[src/rtl/register_file_pkg.sv]
// Shared CPU constants: default datapath and register-file address widths.
package register_file_pkg;

  // Default width of every data word held or moved by the register file.
  localparam int DATA_W_DEF = 32;

  // Default address width; register count is 2**ADDR_W_DEF.
  localparam int ADDR_W_DEF = 4;

  // Number of architectural register addresses for a given address width.
  function automatic int num_regs(input int addr_w);
    return 1 << addr_w;
  endfunction

endpackage

[src/rtl/register_file.sv]
// Register file: one write port, two combinational read ports.
// Address 0 has no storage; it always reads the externally supplied r0 value.
// Reads have no write-to-read bypass: a write becomes visible after its edge.
module register_file
  import register_file_pkg::*;
#(
  parameter int DATA_W = DATA_W_DEF,
  parameter int ADDR_W = ADDR_W_DEF
) (
  input  logic              clk,
  input  logic              rst,
  input  logic              we3,
  input  logic [ADDR_W-1:0] ra1,
  input  logic [ADDR_W-1:0] ra2,
  input  logic [ADDR_W-1:0] wa3,
  input  logic [DATA_W-1:0] wd3,
  input  logic [DATA_W-1:0] r0,
  output logic [DATA_W-1:0] rd1,
  output logic [DATA_W-1:0] rd2
);

  localparam int NREG = num_regs(ADDR_W);

  // Storage exists only for addresses 1..NREG-1.
  logic [DATA_W-1:0] r_regs [1:NREG-1];

  // One-hot write strobe per stored register; address 0 never gets a strobe,
  // so a write to address 0 naturally falls on the floor.
  logic [NREG-1:1] w_wr_en;

  logic [DATA_W-1:0] w_rd1;
  logic [DATA_W-1:0] w_rd2;

  genvar gi;
  generate
    for (gi = 1; gi < NREG; gi++) begin : g_wr_dec
      assign w_wr_en[gi] = we3 && (wa3 == ADDR_W'(gi));
    end
  endgenerate

  // Register update: reset clears every stored register and overrides any write.
  always_ff @(posedge clk) begin
    for (int i = 1; i < NREG; i++) begin
      if (rst) begin
        r_regs[i] <= '0;
      end else if (w_wr_en[i]) begin
        r_regs[i] <= wd3;
      end
    end
  end

  // Read port 1 mux: address 0 returns r0, otherwise the stored register.
  always_comb begin
    w_rd1 = r0;
    if (ra1 != '0) begin
      w_rd1 = r_regs[ra1];
    end
  end

  // Read port 2 mux: same selection as port 1, fully independent.
  always_comb begin
    w_rd2 = r0;
    if (ra2 != '0) begin
      w_rd2 = r_regs[ra2];
    end
  end

  assign rd1 = w_rd1;
  assign rd2 = w_rd2;

endmodule

[config.mk]
export PLATFORM = sky130hd
export DESIGN_NAME = register_file
export DESIGN_NICKNAME = d
export VERILOG_FILES = /design/src/rtl/register_file_pkg.sv /design/src/rtl/register_file.sv
export SDC_FILE = /design/constraint.sdc
export NUM_CORES = 1
export LEC_CHECK = 0
export CAP_MARGIN = 25
export CORE_ASPECT_RATIO = 2
export CORE_UTILIZATION = 50
export CTS_BUF_LIST = sky130_fd_sc_hd__clkbuf_8 sky130_fd_sc_hd__clkbuf_16
export DETAILED_ROUTE_END_ITERATION = 10
export GPL_TIMING_DRIVEN = 0
export PLACE_DENSITY = 0.71
export SYNTH_ARGS = -nofsm -noshare
export SYNTH_HDL_FRONTEND = slang
export SYNTH_SLANG_ARGS = --single-unit
[constraint.sdc]
create_clock -name clk -period 4.4 [get_ports clk]
set_input_delay 0.88 -clock clk [delete_from_list [all_inputs] [get_ports clk]]
set_output_delay 0.88 -clock clk [all_outputs]
set_load 0.02 [all_outputs]
==> reports/metrics.csv <==
metric,value,unit
status,"complete, but fails checks",
violations,setup timing,
cp_top_family,buffers and inverters,
synthXorXnorAreaFrac,0,%
synth.area.mux_share,16.8,%
p_leak,0.0113,uW
viasPerCell,6.76,
post_cts_buffers,0,
whs,1090,ps
ys_ff_latch,480,
antenna_found_initial,3,
pwr-share-clk,36.5,%
min_to,r_regs[2][4],
fin_nets,2400,
worst-path-buf-inv,4,
synth_top_family_by_area,multiplexers,
cts_tree,built,
path_class,input port to primary output,
yosys.area_share.simple,14.7,%
clk_path_buf_depth,3,
netlist_instances,2121,
crit_chain,clkdlybuf4s50_1 -> clkbuf_4 -> clkbuf_1 -> a21o_1 -> a31oi_2 -> clkdlybuf4s50_1,
setup_slack,-44.9,ps
slew_headroom,27.7,%
cts-root-buf,clkbuf_16,
ios,143,
power_switching,2980,uW
fp.dieArea,0.0537,sq mm
crit_path_start_kind,input port,
hpwlAfterDp,69600,um
synth_compound_area_share,9.25,%
drt_wl_total,100000,um
synth_nets,2200,
finalHoldViolCount,0,
internal_power,8430,uW
ctsHoldBuffers,0,
crit_top_cell,clkdlybuf4s50_1,
top_regs,r_regs (480),
io_buffers,137,
synth-async-reset-ratio,0,%
synth_cell_types,39,
grt_pass1_vias,21400,
swShare,26.1,%
seqPwrFrac,47.9,%
overflow,0,
synth-edff-count,480,
clock-sinks,480,
clk_pin_slew,70,ps
synthToLayoutAreaGrowth,16.6,%
rsz0062_at_grt,true,
tightest_slew,1080,ps
finalCritPeriodShare,101,%
initial_core_util,50.7,%
die_x,164,um
hold_class,input port to register,
synth_area_per_cell,12.4,sq um
grt_max_degree,23,
finalSetupViolations,5,
fmax,0.225,GHz
grt_pass1_wl,141000,um
regMostFlops,r_regs,
die-height,327,um
ant_nets,0,
htreeDepth,2,
combPwrFrac,15.6,%
synth_fa_ha_area_share,0,%
crit_fanout,10,
wl_per_cell,33.2,um
end_kind,primary output,
cap_violations,0,
drive_above_1_share,14.6,%
gp_congestion,1.00,
cp_slowest_stage_delay,690,ps
ir_drop,0.245,mV
drtIter0Drc,2638,
setup_tns,-117,ps
period_needed,4440,ps
num_rows,118,
yosysSeqAreaShare,54.7,%
p_per_area,371,mW/mm^2
slowest_stage,clkdlybuf4s50_1,
cts_buffers,43,
worstHoldStart,wd3[4],
arrival,3560,ps
num-fill-cells,4231,
dr.pass1.iters,8,
largest_reg_flops,480,
grt_usage,38.1,%
worst_hold_path.num_cells,2,
num_vias,20400,
core,0.0520,sq mm
finalMaxSlewViolations,0,
synth_warnings,0,
worstPathRequired,3520,ps
power.total,11400,uW
syn_area,0.0264,sq mm
synthFlopType,edfxtp_1,
drc_errors,0,
-- cell type report --
class	count	area [sq um]	share of cell area [%]
multi-input combinational	1372	10900	35.5
timing repair buffer	155	1780	5.80
antenna	8	20.0	0.0651
tap	660	826	2.69
clock inverter	33	398	1.29
buffer	202	1010	3.27
inverter	67	251	0.818
clock buffer	45	1130	3.66
sequential	480	14400	46.9
-- cell usage in the layout, fill, tap and decap left out, types with 6 or more instances in the layout --
cell,count
mux2i_1,187
a22oi_1,61
buf_16,7
buf_4,16
clkbuf_16,45
buf_2,51
nand2_1,71
nor2_1,110
a221oi_1,32
o211ai_1,31
a21oi_1,62
nand3b_1,7
clkbuf_4,6
a21o_1,31
buf_12,11
a31oi_1,30
inv_1,72
mux4_2,98
clkdlybuf4s50_1,135
o21bai_4,12
mux2_2,31
edfxtp_1,480
clkbuf_2,23
bufinv_16,9
o21ai_0,34
clkbuf_1,96
clkinv_2,9
diode_2,8
and2_1,480
o22ai_1,61
buf_6,9
-- routing by layer --
layer	global-route usage [%]	wire length, um	vias up
li1	-	-	8236
met1	40.3	30700	9948
met2	63.2	49100	1685
met3	9.17	10800	560
met4	32.3	9840	2
met5	0	11	-
-- power groups by stage --
stage	clock network (uW)	registers (uW)	logic [uW]
finish	4160	5460	1780
global route	4290	5470	1840
CTS	4120	5450	1730
detailed placement	0	5540	1720
global placement	0	5550	1640
floorplan	0	5500	952
-- kinds of logic (layout without fill, tap and decap cells) --
logic type,count (synthesis),after routing
simple gates,689,689
other cells,0,8
compound gates,366,366
mux,317,317
flops,480,480
buf+inv,269,502
-- through the flow --
| step | area, sq um | worst slack, ps | util, % | cells |
|---|---|---|---|---|
| floorplan | 26400 | 1190 | - | 2121 |
| global placement | 28600 | -1710 | 55.0 | 2918 |
| detailed placement | 29100 | -650 | 56.0 | 2936 |
| CTS | 30700 | 3.50 | 59.1 | 3014 |
| global route | 30700 | -67.0 | 59.1 | 3019 |
| finish | 30700 | -44.9 | 59.2 | 3022 |
-- repair_timing --
action / CTS / global route
hold endpoints to repair: 0 / 0
gates cloned: 0 / 0
gates resized for setup: 36 / 29
endpoints found under the setup margin: 62 / 37
-- worst max-delay path by stage --
stage,from,endpoint,slack (ps),depth (start not counted)
6_report,ra2[3],rd2[20],-40,6
5_1_grt,ra2[2],rd2[20],-70,7
4_1_cts,ra2[1],rd2[20],4,8
3_5_place_dp,ra2[1],rd2[20],-650,8
3_3_place_gp,wa3[0],r_regs[14][21],-1710,4
2_1_floorplan,wa3[1],r_regs[8][0],1190,3
-- synthesized netlist by cell type, types with 7 or more instances --
cell type  count  area, sq um
o211ai_1      31          233
nand2_1       71          267
clkbuf_1     128          480
and2_1       480         3000
mux2_2        31          349
mux2i_1      187         1870
inv_1         67          251
mux4_2        98         2210
a221oi_1      32          280
o21ai_0       34          170
buf_6          8         90.1
buf_4         14          105
edfxtp_1     480        14400
a22oi_1       61          458
nor2_1       111          417
a21oi_1       62          310
buf_2         49          245
o22ai_1       61          382
a31oi_1       32          200
o21bai_1      12         90.1
nand3b_1       7         52.6
a21o_1        33          248
(Power assumes the default switching activity.)
